File: config.mk
export PLATFORM = sky130hd
export DESIGN_NAME = fifo_occ_ctrl_flat
export DESIGN_NICKNAME = d
export VERILOG_FILES = /design/src/rtl/fifo_pkg.sv /design/src/rtl/fifo_occ_ctrl_if.sv /design/src/rtl/fifo_regfile.sv /design/src/rtl/fifo_occ_ctrl.sv /design/src/flat_wrapper.sv
export SDC_FILE = /design/constraint.sdc
export NUM_CORES = 1
export LEC_CHECK = 0
export BUFFER_PORTS_ARGS = -buffer_cell sky130_fd_sc_hd__buf_2
export CORE_AREA = 10 10 87 89
export CTS_BUF_LIST = sky130_fd_sc_hd__clkbuf_8
export DETAILED_ROUTE_END_ITERATION = 8
export DIE_AREA = 0 0 97 99
export PLACE_DENSITY_LB_ADDON = 0.25
export SLEW_MARGIN = 40
export SYNTH_ARGS = -nofsm -noshare
export SYNTH_HDL_FRONTEND = slang
export SYNTH_SLANG_ARGS = --single-unit
File: constraint.sdc
create_clock -name clk -period 3 [get_ports clk]
set_input_delay 0.15 -clock clk [delete_from_list [all_inputs] [get_ports clk]]
set_output_delay 0.15 -clock clk [all_outputs]
set_load 0.02 [all_outputs]
File: src/rtl/fifo_pkg.sv
// Shared definitions for the compression-datapath FIFO slice.
// Contents:
//   fifo_depth()    - entry count for a given pointer width, never below 1
//   DEF_DATA_WIDTH  - default word width
//   DEF_ADDR_WIDTH  - default pointer width
//   fifo_status_t   - packed flag bundle used by the controller and monitors
// Optional feature macro used by fifo_occ_ctrl: FIFO_FWFT_EN.
package fifo_pkg;

  localparam int DEF_DATA_WIDTH = 8;
  localparam int DEF_ADDR_WIDTH = 3;

  // Depth from pointer width; a degenerate width still yields one entry.
  function automatic int fifo_depth(input int addr_width);
    if (addr_width < 1) begin
      return 1;
    end else begin
      return int'(32'd1 << addr_width);
    end
  endfunction

  typedef struct packed {
    logic full;
    logic empty;
    logic almost_full;
    logic almost_empty;
    logic overflow;
    logic underflow;
  } fifo_status_t;

endpackage

File: src/rtl/fifo_occ_ctrl_if.sv
// Handshake/status bundle between a FIFO producer/consumer and fifo_occ_ctrl.
// Signals:
//   wr, wr_data, rd, err_clr       - driven by master
//   rd_data, count, full, empty,
//   almost_full, almost_empty,
//   overflow, underflow            - driven by slave (the FIFO)
interface fifo_occ_ctrl_if
  import fifo_pkg::*;
#(
  parameter int DATA_WIDTH = DEF_DATA_WIDTH,
  parameter int ADDR_WIDTH = DEF_ADDR_WIDTH
);

  logic                  wr;
  logic [DATA_WIDTH-1:0] wr_data;
  logic                  rd;
  logic                  err_clr;
  logic [DATA_WIDTH-1:0] rd_data;
  logic [ADDR_WIDTH:0]   count;
  logic                  full;
  logic                  empty;
  logic                  almost_full;
  logic                  almost_empty;
  logic                  overflow;
  logic                  underflow;

  modport master (
    output wr, wr_data, rd, err_clr,
    input  rd_data, count, full, empty, almost_full, almost_empty, overflow, underflow
  );

  modport slave (
    input  wr, wr_data, rd, err_clr,
    output rd_data, count, full, empty, almost_full, almost_empty, overflow, underflow
  );

endinterface

File: src/rtl/fifo_regfile.sv
// DEPTH x DATA_WIDTH storage for fifo_occ_ctrl. Contents are not reset.
// Ports:
//   clk    in  clock, rising edge
//   we     in  write enable
//   waddr  in  write address
//   wdata  in  write data
//   raddr  in  read address
//   rdata  out combinational read data at raddr
module fifo_regfile
  import fifo_pkg::*;
#(
  parameter int DATA_WIDTH = DEF_DATA_WIDTH,
  parameter int ADDR_WIDTH = DEF_ADDR_WIDTH
) (
  input  logic                  clk,
  input  logic                  we,
  input  logic [ADDR_WIDTH-1:0] waddr,
  input  logic [DATA_WIDTH-1:0] wdata,
  input  logic [ADDR_WIDTH-1:0] raddr,
  output logic [DATA_WIDTH-1:0] rdata
);

  localparam int DEPTH = fifo_depth(ADDR_WIDTH);

  logic [DATA_WIDTH-1:0] mem_r [DEPTH];

  // Synchronous write port.
  always_ff @(posedge clk) begin
    if (we) begin
      mem_r[waddr] <= wdata;
    end
  end

  assign rdata = mem_r[raddr];

endmodule

File: src/rtl/fifo_occ_ctrl.sv
// Single-clock FIFO with occupancy count, threshold flags and sticky errors.
// Ports:
//   clk    in  clock, rising edge
//   reset  in  asynchronous, active-high
//   bus    fifo_occ_ctrl_if.slave: wr/wr_data/rd/err_clr in,
//          rd_data/count/full/empty/almost_full/almost_empty/overflow/underflow out
// Optional feature: define FIFO_FWFT_EN for first-word fall-through, where
// rd_data shows the head word combinationally and rd acts as a pop.
module fifo_occ_ctrl
  import fifo_pkg::*;
#(
  parameter int DATA_WIDTH = DEF_DATA_WIDTH,
  parameter int ADDR_WIDTH = DEF_ADDR_WIDTH,
  parameter int AF_THRESH  = fifo_depth(ADDR_WIDTH) - 2,
  parameter int AE_THRESH  = 2
) (
  input  logic            clk,
  input  logic            reset,
  fifo_occ_ctrl_if.slave  bus
);

  localparam int DEPTH = fifo_depth(ADDR_WIDTH);
  localparam int CW    = ADDR_WIDTH + 1;

  logic [ADDR_WIDTH-1:0] wr_ptr_r;
  logic [ADDR_WIDTH-1:0] rd_ptr_r;
  logic [CW-1:0]         count_r;
  fifo_status_t          status_r;
  logic                  wr_acc_s;
  logic                  rd_acc_s;
  logic [CW-1:0]         count_next_s;
  fifo_status_t          status_next_s;
  logic [DATA_WIDTH-1:0] rdata_s;

  fifo_regfile #(
    .DATA_WIDTH (DATA_WIDTH),
    .ADDR_WIDTH (ADDR_WIDTH)
  ) u_regfile (
    .clk   (clk),
    .we    (wr_acc_s),
    .waddr (wr_ptr_r),
    .wdata (bus.wr_data),
    .raddr (rd_ptr_r),
    .rdata (rdata_s)
  );

  // Acceptance from pre-edge state; a full FIFO takes a write if a read frees a slot.
  assign wr_acc_s = bus.wr & (~status_r.full | bus.rd);
  assign rd_acc_s = bus.rd & ~status_r.empty;

  // Next occupancy and the flags it implies, so flags register alongside count.
  always_comb begin
    count_next_s  = count_r;
    status_next_s = status_r;
    case ({wr_acc_s, rd_acc_s})
      2'b10:   count_next_s = count_r + CW'(1);
      2'b01:   count_next_s = count_r - CW'(1);
      default: count_next_s = count_r;
    endcase
    status_next_s.full         = (count_next_s == CW'(DEPTH));
    status_next_s.empty        = (count_next_s == CW'(0));
    status_next_s.almost_full  = (count_next_s >= CW'(AF_THRESH));
    status_next_s.almost_empty = (count_next_s <= CW'(AE_THRESH));
    // A new error in the same cycle as err_clr wins over the clear.
    if (bus.wr & status_r.full & ~bus.rd) begin
      status_next_s.overflow = 1'b1;
    end else if (bus.err_clr) begin
      status_next_s.overflow = 1'b0;
    end else begin
      status_next_s.overflow = status_r.overflow;
    end
    if (bus.rd & status_r.empty) begin
      status_next_s.underflow = 1'b1;
    end else if (bus.err_clr) begin
      status_next_s.underflow = 1'b0;
    end else begin
      status_next_s.underflow = status_r.underflow;
    end
  end

  // Pointer, count and flag state.
  always_ff @(posedge clk or posedge reset) begin
    if (reset) begin
      wr_ptr_r <= {ADDR_WIDTH{1'b0}};
      rd_ptr_r <= {ADDR_WIDTH{1'b0}};
      count_r  <= {CW{1'b0}};
      status_r <= '{full: 1'b0, empty: 1'b1, almost_full: 1'b0,
                    almost_empty: 1'b1, overflow: 1'b0, underflow: 1'b0};
    end else begin
      if (wr_acc_s) begin
        wr_ptr_r <= wr_ptr_r + ADDR_WIDTH'(1);
      end
      if (rd_acc_s) begin
        rd_ptr_r <= rd_ptr_r + ADDR_WIDTH'(1);
      end
      count_r  <= count_next_s;
      status_r <= status_next_s;
    end
  end

`ifdef FIFO_FWFT_EN
  logic [DATA_WIDTH-1:0] rd_data_s;

  // Head word falls through; nothing valid to show while empty.
  always_comb begin
    if (status_r.empty) begin
      rd_data_s = {DATA_WIDTH{1'b0}};
    end else begin
      rd_data_s = rdata_s;
    end
  end

  assign bus.rd_data = rd_data_s;
`else
  logic [DATA_WIDTH-1:0] rd_data_r;

  // Registered read data, updated only on an accepted read.
  always_ff @(posedge clk or posedge reset) begin
    if (reset) begin
      rd_data_r <= {DATA_WIDTH{1'b0}};
    end else if (rd_acc_s) begin
      rd_data_r <= rdata_s;
    end
  end

  assign bus.rd_data = rd_data_r;
`endif

  assign bus.count        = count_r;
  assign bus.full         = status_r.full;
  assign bus.empty        = status_r.empty;
  assign bus.almost_full  = status_r.almost_full;
  assign bus.almost_empty = status_r.almost_empty;
  assign bus.overflow     = status_r.overflow;
  assign bus.underflow    = status_r.underflow;

endmodule
File: src/flat_wrapper.sv
// flat-port wrapper written by rule: the top's interface ports become plain ports
module fifo_occ_ctrl_flat import fifo_pkg::*;
#(
  parameter int DATA_WIDTH = DEF_DATA_WIDTH,
  parameter int ADDR_WIDTH = DEF_ADDR_WIDTH,
  parameter int AF_THRESH  = fifo_depth(ADDR_WIDTH) - 2,
  parameter int AE_THRESH  = 2
)
  (clk, reset, bus_wr, bus_wr_data, bus_rd, bus_err_clr, bus_rd_data, bus_count, bus_full, bus_empty, bus_almost_full, bus_almost_empty, bus_overflow, bus_underflow);
  fifo_occ_ctrl_if #(.DATA_WIDTH(DATA_WIDTH), .ADDR_WIDTH(ADDR_WIDTH)) bus_i ();
  input  logic clk;
  input  logic reset;
  input wire logic [$bits(bus_i.wr)-1:0] bus_wr;
  input wire logic [$bits(bus_i.wr_data)-1:0] bus_wr_data;
  input wire logic [$bits(bus_i.rd)-1:0] bus_rd;
  input wire logic [$bits(bus_i.err_clr)-1:0] bus_err_clr;
  output wire logic [$bits(bus_i.rd_data)-1:0] bus_rd_data;
  output wire logic [$bits(bus_i.count)-1:0] bus_count;
  output wire logic [$bits(bus_i.full)-1:0] bus_full;
  output wire logic [$bits(bus_i.empty)-1:0] bus_empty;
  output wire logic [$bits(bus_i.almost_full)-1:0] bus_almost_full;
  output wire logic [$bits(bus_i.almost_empty)-1:0] bus_almost_empty;
  output wire logic [$bits(bus_i.overflow)-1:0] bus_overflow;
  output wire logic [$bits(bus_i.underflow)-1:0] bus_underflow;
  assign bus_i.wr = bus_wr;
  assign bus_i.wr_data = bus_wr_data;
  assign bus_i.rd = bus_rd;
  assign bus_i.err_clr = bus_err_clr;
  assign bus_rd_data = bus_i.rd_data;
  assign bus_count = bus_i.count;
  assign bus_full = bus_i.full;
  assign bus_empty = bus_i.empty;
  assign bus_almost_full = bus_i.almost_full;
  assign bus_almost_empty = bus_i.almost_empty;
  assign bus_overflow = bus_i.overflow;
  assign bus_underflow = bus_i.underflow;
  fifo_occ_ctrl #(.DATA_WIDTH(DATA_WIDTH), .ADDR_WIDTH(ADDR_WIDTH), .AF_THRESH(AF_THRESH), .AE_THRESH(AE_THRESH)) u_core (.clk(clk), .reset(reset), .bus(bus_i));
endmodule
# [Word level (Yosys, flattened, before mapping)]
# Memories as Yosys holds them, arrays and structs flattened. A register that Yosys moved wholly into a read port is not among the register bits.
# Index checks and enable logic that the tools add are counted.
[op_classes] n_eq_ne=3 add_sub_neg=4 n_mux=6 div_mod_pow=0 mul=0 n_reduce_logical=3 n_bitwise=9 shifts=0 order_cmp=2
[op_table] operator="4-bit one-hot mux with 2 select lines" count=1
[op_table] operator="3-bit by 1-bit adder with 3-bit output, second input constant" count=2
[op_table] operator="1-bit AND" count=5
[op_table] operator="1-bit 2-to-1 mux" count=5
[op_table] operator="4-bit by 1-bit adder with 4-bit output, second input constant" count=1
[op_table] operator="4-bit == test, second input constant" count=1
[op_table] operator="4-bit by 3-bit >= comparator with 1-bit output, second input constant" count=1
[op_table] operator="4-bit by 2-bit <= comparator with 1-bit output, second input constant" count=1
[op_table] operator="4-bit logical NOT" count=1
[op_table] operator="2-bit nonzero test" count=2
[op_table] operator="4-bit by 1-bit subtractor with 4-bit output, second input constant" count=1
[op_table] operator="1-bit NOT" count=3
[op_table] operator="2-bit by 1-bit == test with 1-bit output, second input constant" count=1
[op_table] operator="2-bit == test, second input constant" count=1
[op_table] operator="1-bit OR" count=1
[word_totals] in_bits=13 output_inout_bits=18 register_bits=16 n_memories=1 rom_bits=0 ram_bits=64 elab_cells=37 latchBits=0
[mem_list] memory="u_core.u_regfile.mem_r" depth=8 width=8 rd=1 rd_clocked_by_memory_dff=1 write_ports=1 line_no="fifo_regfile.sv:25" rtl="logic [DATA_WIDTH-1:0] mem_r [DEPTH];"

# [Logic depth before layout (Yosys ltp)]
# Gate-level depths: netlist of the first run.
[logic_depth] ltp_word=6 mapped_depth=9 mapped_depth_nobuf=8

# [Cells and area by module]
# Synthesis of the first run repeated with hierarchy kept, for this count alone.
[hier_totals] cells_unflattened=210 area_unflattened_um2=3638.5
[by_module_without_submodules] mod="fifo_regfile" seq_area_each_um2=1921.8 cells_each=106 area_each_um2=2531.2 n_inst=1
[by_module_without_submodules] mod="fifo_occ_ctrl" seq_area_each_um2=603.1 cells_each=104 area_each_um2=1107.3 n_inst=1

# [Worst setup path after synthesis of the first run]
# OpenSTA, ideal clock, no wires.
[synth_path] kind="flip-flop to flip-flop" from="reg u_core.status_r, in the netlist u_core.bus.empty" to="reg u_core.status_r, in the netlist u_core.bus.full" setup_ps=95 synth_period_minus_slack_ps=2485 path_stages_with_launch=9 n_path_buf=1 t_required_ps=2905 arrival_time_ps=2390 slack_ps=515 path_cell_list="dfstp_2 -> nand2b_1 -> clkbuf_1 -> inv_1 -> ha_1 -> or4b_1 -> a31oi_2 -> xor2_2 -> nor4b_2"
[synth_rtl] element="start: declaration" line_no="fifo_occ_ctrl.sv:28" rtl="fifo_status_t status_r;"
[synth_rtl] element="start signal: assignment" line_no="fifo_occ_ctrl.sv:87" rtl="status_r <= '{full: 1'b0, empty: 1'b1, almost_full: 1'b0,"
[synth_rtl] element="start signal: assignment" line_no="fifo_occ_ctrl.sv:97" rtl="status_r <= status_next_s;"

==> metrics.md, run 1 <==
| Metric | Value |
|---|---|
| Critical path startpoint category | `flop` |
| Worst path required time | `3.25 ns` |
| Warnings, synthesis | `0` |
| Fraction of layout cells with a size suffix above 1 | `33.6%` |
| CTS tree | `yes` |
| Slowest stage delay, CP | `0.57 ns` |
| Fillers | `385` |
| WP depth | `7` |
| Critical-path cell with the highest stage delay | `dfstp_2` |
| RSZ-0062 raised after global routing | `no` |
| Relative slew slack | `44.9%` |
| Register area share after synthesis | `between 70 and 80%` |
| Vias in the first global route | `1,837` |
| Final setup vio count | `0` |
| Count of cell types in the netlist | `32` |
| Total gr overflow | `0` |
| ANT nets after route | `0` |
| #FFs+latches synth | `88` |
| Routed WL | `6370 um` |
| Synthesized netlist cell count | `just under 200` |
| Critical Path AT | `2.59 ns` |
| Antenna violations before repair | `0` |
| Ant. Diodes | `0` |
| DR vias/cell | `between 5 and 6` |
| Ports | `31` |
| Post-route cell area | `3970 um2` |
| Post-synth ARST share | `27.3%` |
| CP Cell Sequence | `nand2b_1 -> inv_1 -> ha_1 -> or4b_1 -> a31oi_2 -> xor2_2 -> nor4b_2` |
| PnR worst setup slack | `0.657 ns` |
| Adder-Cell Fraction of Synth Area | `1.44%` |
| Slew @ Worst Pin | `approximately 0.83 ns` |
| Status | `finished clean` |
| Max Cap Viol | `0` |
| Peak VDD IR | `0.000555 V` |
| Final Non-Filler Cells | `319` |
| Crit end category | `flop` |
| DRC Markers | `0` |
| Synthesized cell area | `3470 um2` |
| Crit path max-delay family | `simple AND/OR/NAND/NOR gates` |
| Routed length per instance | `20.0 um` |
| Final period util | `between 70% and 80%` |
| Post-synth EDFFs | `64` |
| Number of buffers and inverters on the critical path | `1` |
| Most frequent cells in the layout | `edfxtp_1 (64), buf_2 (30), dfrtp_1 (22), nand2_1 (18), mux4_2 (16)` |
| Compound-cell area share of the yosys netlist | `2.42%` |
| Syn_nets | `211` |
| Input/output buffers | `30` |
| Cell row count | `28` |
| Most used DFF post-synth | `edfxtp_1` |
| GP Congestion | `0.739` |
| Layout Skew | `approximately 0.013 ns` |
| Pwr Density | `963 nW/um2` |
| Clock sink total | `88` |
| Max FO, Critical Path | `5` |
| Simple-gate portion of the synthesized area | `6.16%` |
| Total CTS buffers | `9` |
| Sum Neg Setup Slack | `0 ns` |
| Global-route wire length before repair | `around 10000 um` |
| Max clock buf depth | `2` |
| Die X-Extent | `around 97 um` |
| Nets@finish | `256` |
| Fmax | `between 400 and 500 MHz` |
| Mux cell area share after synthesis | `13.6%` |
| Die Span Y | `99 um` |
| Largest net degree at the start of global routing | `25` |
| Commonest non-fill, non-tap cell in the layout | `edfxtp_1` |
| Count of final hold-check violations | `0` |
| DRT iter0 DRCs | `211` |
| Area Overhead vs Synth | `14.3%` |
| Setup bufs post-CTS | `0` |
| TritonRoute pass-1 iters | `4` |
| Skew-Pair Late Insertion Delay | `0.35 ns` |
| Largest family of logic cells by synthesized area | `multiplexers` |
| Max-slew violations | `0` |
| Via count | `1,747` |
| Hold_ws | `0.0168 ns` |
| Final HPWL DP | `roughly 4400 um` |
| Htree depth | `3` |
| Die Area | `about 9600 um2` |
| R2R Setup Slk | `0.66 ns` |
| Synth Area in XOR/XNOR | `2.24%` |
| Gr usage total | `~14%` |
| Reg2Reg Depth | `7` |
| Hold Path Class | `in -> reg` |
| Register clock-pin slew on the reported worst setup and hold paths | `0.09 ns` |
| Final worst path period need | `~2.3 ns` |
| DP Worst Slack | `0.686 ns` |
| Core area | `5850 um2` |
| Syn_area_per_cell | `17.9 um2` |
| Critical path type | `reg -> reg` |
| Hold-critical path depth | `2` |
| Leakage | `1.49 nW` |
| Area after DPL | `3760 um2` |
| Root buf cell | `clkbuf_8` |
| Initial Util | `about three fifths` |
| Post-placement cell count | `302` |
==> kinds of logic (layout without fill, tap and decap cells) <==
| logic type | after synthesis | in the layout |
|---|---|---|
| DFF | 88 | 88 |
| adders and majority gates | 4 | 4 |
| buffers and inverters | 12 | 62 |
| and+or+nand+nor | 41 | 41 |
| AOI/OAI and AO/OA | 14 | 14 |
| xor gates and xnor gates | 8 | 8 |
| muxes | 27 | 27 |
==> stage by stage <==
stage          utilization (%)  power [W]
6_report                  67.8    0.00382
3_3_place_gp              64.3    0.00304
2_1_floorplan                -    0.00267
5_1_grt                   67.8    0.00403
3_5_place_dp              64.3    0.00307
4_1_cts                   67.8    0.00387
==> area by class of cell <==
type | count | area, um2 | area share [%]
Tap cell | 75 | 93.8 | 2.36
Clock buffer | 9 | 124 | 3.12
Timing Repair Buffer | 41 | 235 | 5.93
Sequential cell | 88 | 2520 | 63.6
Multi-Input combinational cell | 94 | 901 | 22.7
Inverter | 5 | 18.8 | 0.473
Clock inverter | 7 | 71.3 | 1.80
==> synth_stat cells, types with 2 or more instances <==
cell	n	share of area, %
dfstp_2	2	1.5
mux2i_1	9	2.6
mux2_2	2	0.65
or4b_1	2	0.58
buf_2	2	0.29
ha_1	4	1.4
dfrtp_1	22	16
nor2_1	7	0.76
clkbuf_1	4	0.43
nand2_1	18	1.9
inv_1	5	0.54
nand2b_1	4	0.72
nand3_1	2	0.29
xnor2_1	4	1.0
nor3_1	2	0.29
o21ai_0	9	1.3
edfxtp_1	64	55
xor2_1	3	0.76
mux4_2	16	10
==> power by group <==
group          switching [W]  internal, W
sequential          0.000225      0.00160
clock               0.000406     0.000384
combinational       0.000647     0.000556
==> final timing paths <==
path | endpoint | from
worst max-delay path | u_core.bus.full | u_core.bus.empty
worst min-delay path | u_core.bus.overflow | bus_err_clr
worst max register to register | u_core.bus.full | u_core.bus.empty
worst min register to register | u_core.bus.rd_data[3] | u_core.bus.rd_data[3]
max in group asynchronous | u_core.bus.almost_empty | reset
min in group asynchronous | u_core.bus.rd_data[3] | reset
==> layer usage <==
metal  part of all wire (%)  vias up  wire length [um]  GRT usage (%)
li1                       -      831                 -              -
met1                     44      880              2800           17.0
met2                     51       27              3250           22.2
met3                    3.5        9               221           2.79
met4                    1.4        0                92           5.79
met5                      0        -                 0              0
==> sequential cells by signal, indices dropped and copies added (netlist names) <==
signal                   flops
u_core.bus.rd_data           8
u_core.bus.overflow          1
u_core.bus.underflow         1
u_core.bus.empty             1
u_core.bus.count             4
u_core.bus.almost_full       1
u_core.bus.almost_empty      1
u_core.wr_ptr_r              3
u_core.u_regfile.mem_r      64
u_core.rd_ptr_r              3
u_core.bus.full              1
==> repair_timing <==
action                    in CTS  in global routing
hold endpoints to repair      22                  0
hold buffers                   1                  0
resized for setup              0                  0
Power figures use the tool's default switching activity.
==> inputs of run 2 (changes only) <==
Settings changed: CORE_AREA 10 10 87 89 to 10 10 91 93, DIE_AREA 0 0 97 99 to 0 0 101 103.
Clock period 3 ns to 2.1 ns, I/O delays scaled along.
==> run 2 against run 1 <==
Effect of this change:
- the run now ends with setup timing left
- first-iteration DRC count down 72%
- via count up 2.6%
- wire length down 1.9%
- count of clock-buffer cells in the layout unchanged
- clock power up 43%
- worst hold slack better by 0.00087 ns
- critical endpoint unchanged
==> metrics.md, run 2 (same netlist as run 1, synthesis figures left out) <==
| Metric | Value |
|---|---|
| DRT iter0 DRCs | `60 (-72%)` |
| Die Span Y | `103 um (+4.0%)` |
| Final period util | `100% (+22 points)` |
| Critical path startpoint category | `flop` |
| Slew @ Worst Pin | `0.580 ns (-0.247 ns)` |
| Cell row count | `30 (+7.1%)` |
| Input/output buffers | `30 (unchanged)` |
| Final HPWL DP | `3950 um (-10%)` |
| Routed WL | `6250 um (-1.9%)` |
| Storage cell area | `2520 um2 (unchanged)` |
| Failing checks | `setup timing` |
| Layout Utilization | `62.9% (-4.9 points)` |
| Largest net degree at the start of global routing | `25 (unchanged)` |
| Fmax | `475 MHz (+11%)` |
| Pwr Density | `1370 nW/um2 (+42%)` |
| Max FFs per register | `64 (unchanged)` |
| Clock sink total | `88 (unchanged)` |
| Switching part of the total | `35.0% (+1.5 points)` |
| Initial Util | `52.8% (-6.5 points)` |
| Number of buffers and inverters on the critical path | `1 (unchanged)` |
| Hold Path Class | `in -> reg` |
| Total gr overflow | `0 (unchanged)` |
| Gr usage total | `12.9% (-0.65 points)` |
| Critical-path cell with the highest stage delay | `dfstp_2` |
| RSZ-0062 raised after global routing | `yes` |
| Max clock buf depth | `2 (unchanged)` |
| Critical Path AT | `2.36 ns (-0.23 ns)` |
| Final Non-Filler Cells | `333 (+4.4%)` |
| DP Worst Slack | `-0.0174 ns (-0.703 ns)` |
| Logic gate share of total power | `35.1% (+3.6 points)` |
| Skew-Pair Late Insertion Delay | `0.35 ns (about the same)` |
| Max FO, Critical Path | `5 (unchanged)` |
| Nets@finish | `265 (+3.5%)` |
| Core area | `6570 um2 (+12%)` |
| GP Congestion | `0.754 (+2.0%)` |
| Count of final hold-check violations | `0 (unchanged)` |
| Die Area | `10,400 um2 (+8.3%)` |
| Hold_ws | `0.0177 ns (+0.000868 ns)` |
| R2R Setup Slk | `-0.006 ns (-0.66 ns)` |
| Commonest non-fill, non-tap cell in the layout | `edfxtp_1` |
| CP Cell Sequence | `nand2b_4 -> inv_4 -> ha_4 -> or4b_4 -> a31oi_4 -> xor2_2 -> nor4b_4` |
| Max Cap Viol | `0 (unchanged)` |
| Total CTS buffers | `9 (unchanged)` |
| Final worst path period need | `2.11 ns (-0.237 ns)` |
| Reg2Reg Depth | `7 (unchanged)` |
| ANT nets after route | `0 (unchanged)` |
| Ant. Diodes | `0 (unchanged)` |
| Routed length per instance | `18.8 um (-6.0%)` |
| Relative slew slack | `61.4% (+16 points)` |
| Worst path required time | `2.36 ns (-0.89 ns)` |
| Register clock-pin slew on the reported worst setup and hold paths | `0.09 ns (about the same)` |
| Crit end category | `flop` |
| Internal power | `0.00368 W (+45%)` |
| Area Overhead vs Synth | `19.1%` |
| Crit path max-delay family | `simple AND/OR/NAND/NOR gates` |
| CTS tree | `yes` |
| Critical path type | `reg -> reg` |
| DRC Markers | `0 (unchanged)` |
| Fraction of layout cells with a size suffix above 1 | `37.9% (+4.3 points)` |
| Status | `finished with violations` |
| Vias in the first global route | `1,854 (+0.93%)` |
| PnR worst setup slack | `-0.00592 ns (-0.663 ns)` |
| Via count | `1,793 (+2.6%)` |
| Share of power burned in the clock network | `19.9% (-0.8 points)` |
| Antenna violations before repair | `0 (unchanged)` |
| Die X-Extent | `101 um (+4.1%)` |
| Ports | `31 (unchanged)` |
| Sum Neg Setup Slack | `-0.00592 ns (-0.00592 ns)` |
| Fillers | `461 (+20%)` |
| TritonRoute pass-1 iters | `4 (unchanged)` |
| Max-slew violations | `0 (unchanged)` |
| Most frequent cells in the layout | `edfxtp_1 (64), buf_2 (30), dfrtp_1 (22), nand2_1 (18), buf_4 (17)` |
| Area of the multi-input gates | `973 um2 (+8.1%)` |
| Post-placement cell count | `315 (+4.3%)` |
| Register share of total power | `45.0% (-2.8 points)` |
| Final setup vio count | `1 (+1)` |
| DR vias/cell | `5.38 (-1.7%)` |
| Layout Skew | `0.0104 ns (-0.00277 ns)` |
| WP depth | `7 (unchanged)` |
| Setup bufs post-CTS | `0 (unchanged)` |
| Leakage | `1.55 nW (+4.1%)` |
| Largest reg by FF count | `u_core.u_regfile.mem_r` |
| Peak VDD IR | `0.000861 V (+55%)` |
| Root buf cell | `clkbuf_8` |
| Global-route wire length before repair | `9920 um (-0.62%)` |
| Htree depth | `3 (unchanged)` |
| Net Switching | `0.00198 W (+55%)` |
| Slowest stage delay, CP | `0.54 ns (-0.03 ns)` |
| Hold-critical path depth | `1 (-1)` |
[run 2: per-layer routing]
metal  global-route usage (%)  vias to the layer above  share of wire (%)  wire, um
met5                        0                        -                  0         0
met4                     6.11                        0                1.1        68
met3                     3.15                        5                4.7       296
met2                     20.8                       39                 50      3110
met1                     15.9                      903                 44      2780
li1                         -                      846                  -         -
[run 2: metrics by stage]
step,power (W),area (um2)
CTS,0.00566,4090
floorplan,0.00384,3500
finish,0.00566,4130
detailed placement,0.00450,3860
global placement,0.00444,3860
global route,0.00601,4130
[run 2: layout make-up]
class / instances / area share [%]
Clock buffer: 9 / 3.00
Clock inverter: 7 / 1.76
Inverter: 5 / 0.515
Multi-Input combinational cell: 94 / 23.5
Sequential cell: 88 / 61.1
Tap cell: 80 / 2.42
Timing Repair Buffer: 50 / 7.69
[run 2: path summary, 6_finish.rpt]
check / from / to
worst max-delay path: u_core.bus.empty / u_core.bus.full
worst min-delay path: bus_wr_data[0] / u_core.u_regfile.mem_r[1][0]
worst max register to register: u_core.bus.empty / u_core.bus.full
worst min register to register: u_core.bus.rd_data[2] / u_core.bus.rd_data[2]
max in group asynchronous: reset / u_core.bus.empty
min in group asynchronous: reset / u_core.bus.rd_data[1]
[run 2: repair_timing]
action                                  CTS  global route
hold endpoints to repair                 24             0
endpoints found under the setup margin    2             5
hold buffers                              2             0
resized for setup                         1             7
pin swaps                                 1             4
[run 2: power by group through the flow]
stage	registers (W)	logic [W]	clock network, W
after floorplan	0.00269	0.00115	0
after global placement	0.00256	0.00188	0
after detailed placement	0.00258	0.00192	0
after CTS	0.00254	0.00196	0.00115
after global routing	0.00260	0.00218	0.00123
final	0.00255	0.00199	0.00113
[run 2: worst register-to-register path: cells and delay by family (launching register included)]
family	cells	cell delay [ns]
flip-flops	1	0.54
XOR/XNOR	1	0.21
AO/OA/AOI/OAI	1	0.20
buffers and inverters	1	0.04
adder cells (fa/ha/maj)	1	0.16
AND/OR/NAND/NOR	3	0.87
==> inputs of run 3 (changes only) <==
Settings changed: HOLD_SLACK_MARGIN set to 0.1, PLACE_DENSITY set to 0.76, PLACE_DENSITY_LB_ADDON 0.25 to not set.
==> run 3 against run 2 <==
Effect of this change:
- critical endpoint unchanged
- count of clock-buffer cells in the layout unchanged
- the flow still finishes with violations (setup timing)
- design area increased by 2.8%
- highest routed layer unchanged
- final cell count increased by 3.9%
==> metrics.md, run 3 (same netlist as run 1, synthesis figures left out) <==
| Metric | Value |
|---|---|
| Leakage | `1.61 nW (+3.7%)` |
| Htree depth | `3 (unchanged)` |
| Vias in the first global route | `1,989 (+7.3%)` |
| DRC Markers | `0 (unchanged)` |
| Die X-Extent | `101 um (unchanged)` |
| Worst reg2reg path startpoint | `u_core.bus.empty` |
| Max FFs per register | `64 (unchanged)` |
| Sum Neg Setup Slack | `-0.0367 ns (-0.0307 ns)` |
| Post-route cell area | `4250 um2 (+2.8%)` |
| Status | `finished with violations` |
| Slew @ Worst Pin | `0.572 ns (-0.00727 ns)` |
| Fillers | `468 (+1.5%)` |
| Global-route wire length before repair | `10,300 um (+3.5%)` |
| Final period util | `101% (+1.2 points)` |
| Largest reg by FF count | `u_core.u_regfile.mem_r` |
| ANT nets after route | `0 (unchanged)` |
| Fmax | `469 MHz (-1.2%)` |
| GP Congestion | `0.723 (-4.2%)` |
| Input/output buffers | `30 (unchanged)` |
| Core area | `6570 um2 (unchanged)` |
| Root buf cell | `clkbuf_8` |
| Initial Util | `52.8% (unchanged)` |
| Final HPWL DP | `4170 um (+5.5%)` |
| Critical path startpoint category | `flop` |
| DRT iter0 DRCs | `131 (+120%)` |
| Critical path destination | `u_core.bus.full` |
| Final setup vio count | `2 (+1)` |
| Nets@finish | `278 (+4.9%)` |
| Failing checks | `setup timing` |
| Clock sink total | `88 (unchanged)` |
| Overall power | `0.00564 W (-0.31%)` |
| Crit end category | `flop` |
| Reg2Reg Depth | `9 (+2)` |
| Register clock-pin slew on the reported worst setup and hold paths | `0.09 ns (about the same)` |
| Antenna violations before repair | `0 (unchanged)` |
| Uppermost routed layer | `met4` |
| Relative slew slack | `61.8% (+0.48 points)` |
| Via count | `1,863 (+3.9%)` |
| Max Cap Viol | `0 (unchanged)` |
| Total CTS buffers | `9 (unchanged)` |
| Area after DPL | `3880 um2 (+0.39%)` |
| DRT met1 WL | `2670 um (-3.8%)` |
| Max FO, Critical Path | `4 (-1)` |
| Most frequent cells in the layout | `edfxtp_1 (64), buf_2 (30), dfrtp_1 (22), buf_4 (19), nand2_1 (18)` |
| Count of final hold-check violations | `0 (unchanged)` |
| DP Worst Slack | `-0.0621 ns (-0.0447 ns)` |
| Max clock buf depth | `2 (unchanged)` |
| Max-slew violations | `0 (unchanged)` |
| CP Launch Point | `u_core.bus.empty` |
| RSZ-0062 raised after global routing | `yes` |
| Hold Path Class | `in -> reg` |
| Die Area | `10,400 um2 (unchanged)` |
| DR vias/cell | `5.38 (about the same)` |
| Layout Skew | `0.00885 ns (-0.00151 ns)` |
| R2R Setup Slk | `-0.03 ns (-0.02 ns)` |
| Commonest non-fill, non-tap cell in the layout | `edfxtp_1` |
| PnR worst setup slack | `-0.0305 ns (-0.0246 ns)` |
| Met2 wire length | `3320 um (+6.9%)` |
| Fraction of layout cells with a size suffix above 1 | `36.8% (-1.1 points)` |
| TritonRoute pass-1 iters | `4 (unchanged)` |
| Largest net degree at the start of global routing | `25 (unchanged)` |
| Worst path required time | `2.35 ns (about the same)` |
| Die Span Y | `103 um (unchanged)` |
| Ports | `31 (unchanged)` |
| Skew-Pair Late Insertion Delay | `0.35 ns (about the same)` |
| Total gr overflow | `0 (unchanged)` |
| Ant. Diodes | `0 (unchanged)` |
| Routed WL | `6320 um (+1.1%)` |
| Critical path type | `reg -> reg` |
| Area Overhead vs Synth | `22.5%` |
| Pwr Density | `1330 nW/um2 (-3.0%)` |
| Cell row count | `30 (unchanged)` |
| Peak VDD IR | `0.000824 V (-4.3%)` |
| Routed met3 length | `275 um (-7.1%)` |
| Routed length per instance | `18.3 um (-2.7%)` |
| Gr usage total | `13.1% (+0.30 points)` |
| Final worst path period need | `2.13 ns (+0.0246 ns)` |
| Reg-to-reg endpoint | `u_core.bus.full` |
| Critical Path AT | `2.38 ns (+0.02 ns)` |
| CTS tree | `yes` |
## run 3: layout make-up
type,instances,area (um2),area share (%)
clock inverters,7,72.6,1.71
inverters,5,21.3,0.500
repair buffers,63,443,10.4
multi-input cells,94,965,22.7
well taps,80,100,2.36
flip-flops and latches,88,2520,59.4
clock buffers,9,124,2.91
## run 3: power by group
group | switching [W] | internal [W]
sequential | 0.000261 | 0.00229
combinational | 0.00104 | 0.000944
clock | 0.000640 | 0.000466
total | 0.00195 | 0.00370
## run 3: metal layers
| metal | vias to the layer above | global-route usage, % |
|---|---|---|
| met3 | 4 | 3.55 |
| met4 | 0 | 5.14 |
| met1 | 949 | 15.8 |
| met2 | 33 | 22.1 |
| met5 | - | 0 |
| li1 | 877 | - |
## run 3: per-stage QoR
| step | hold WS, ns | util, % | cells |
|---|---|---|---|
| finish | 0.235 | 64.7 | 346 |
| global route | 0.275 | 64.7 | 346 |
| CTS | 0.223 | 64.3 | 346 |
| detailed placement | 0.188 | 59.0 | 317 |
| global placement | 0.172 | 59.0 | 317 |
| floorplan | 0.118 | - | 194 |
## run 3: worst min-delay path by stage
stage,from,slack (ns),cells after the start,to
2_1_floorplan,reset,0.12,1,u_core.bus.almost_full
3_3_place_gp,reset,0.17,3,u_core.bus.rd_data[0]
3_5_place_dp,reset,0.19,3,u_core.bus.rd_data[7]
4_1_cts,bus_rd,0.22,6,u_core.rd_ptr_r[1]
5_1_grt,bus_rd,0.27,6,u_core.rd_ptr_r[1]
6_report,bus_rd,0.24,6,u_core.rd_ptr_r[1]
## run 3: worst max-delay path: stages, from the launching register on
cell and delay [ns]:
dfstp_2 0.54, nand2b_4 0.13, inv_4 0.04, ha_4 0.15, buf_4 0.13, nor4b_2 0.22, mux2i_1 0.16, a31oi_4 0.21
xor2_2 0.21, nor4b_4 0.25
## run 3: what timing repair did
item | CTS | global route
hold endpoints to repair | 91 | 0
hold buffers | 13 | 0
setup buffers | 0 | 0
resized for setup | 3 | 4
pin swaps | 1 | 4
setup endpoints to repair | 3 | 4
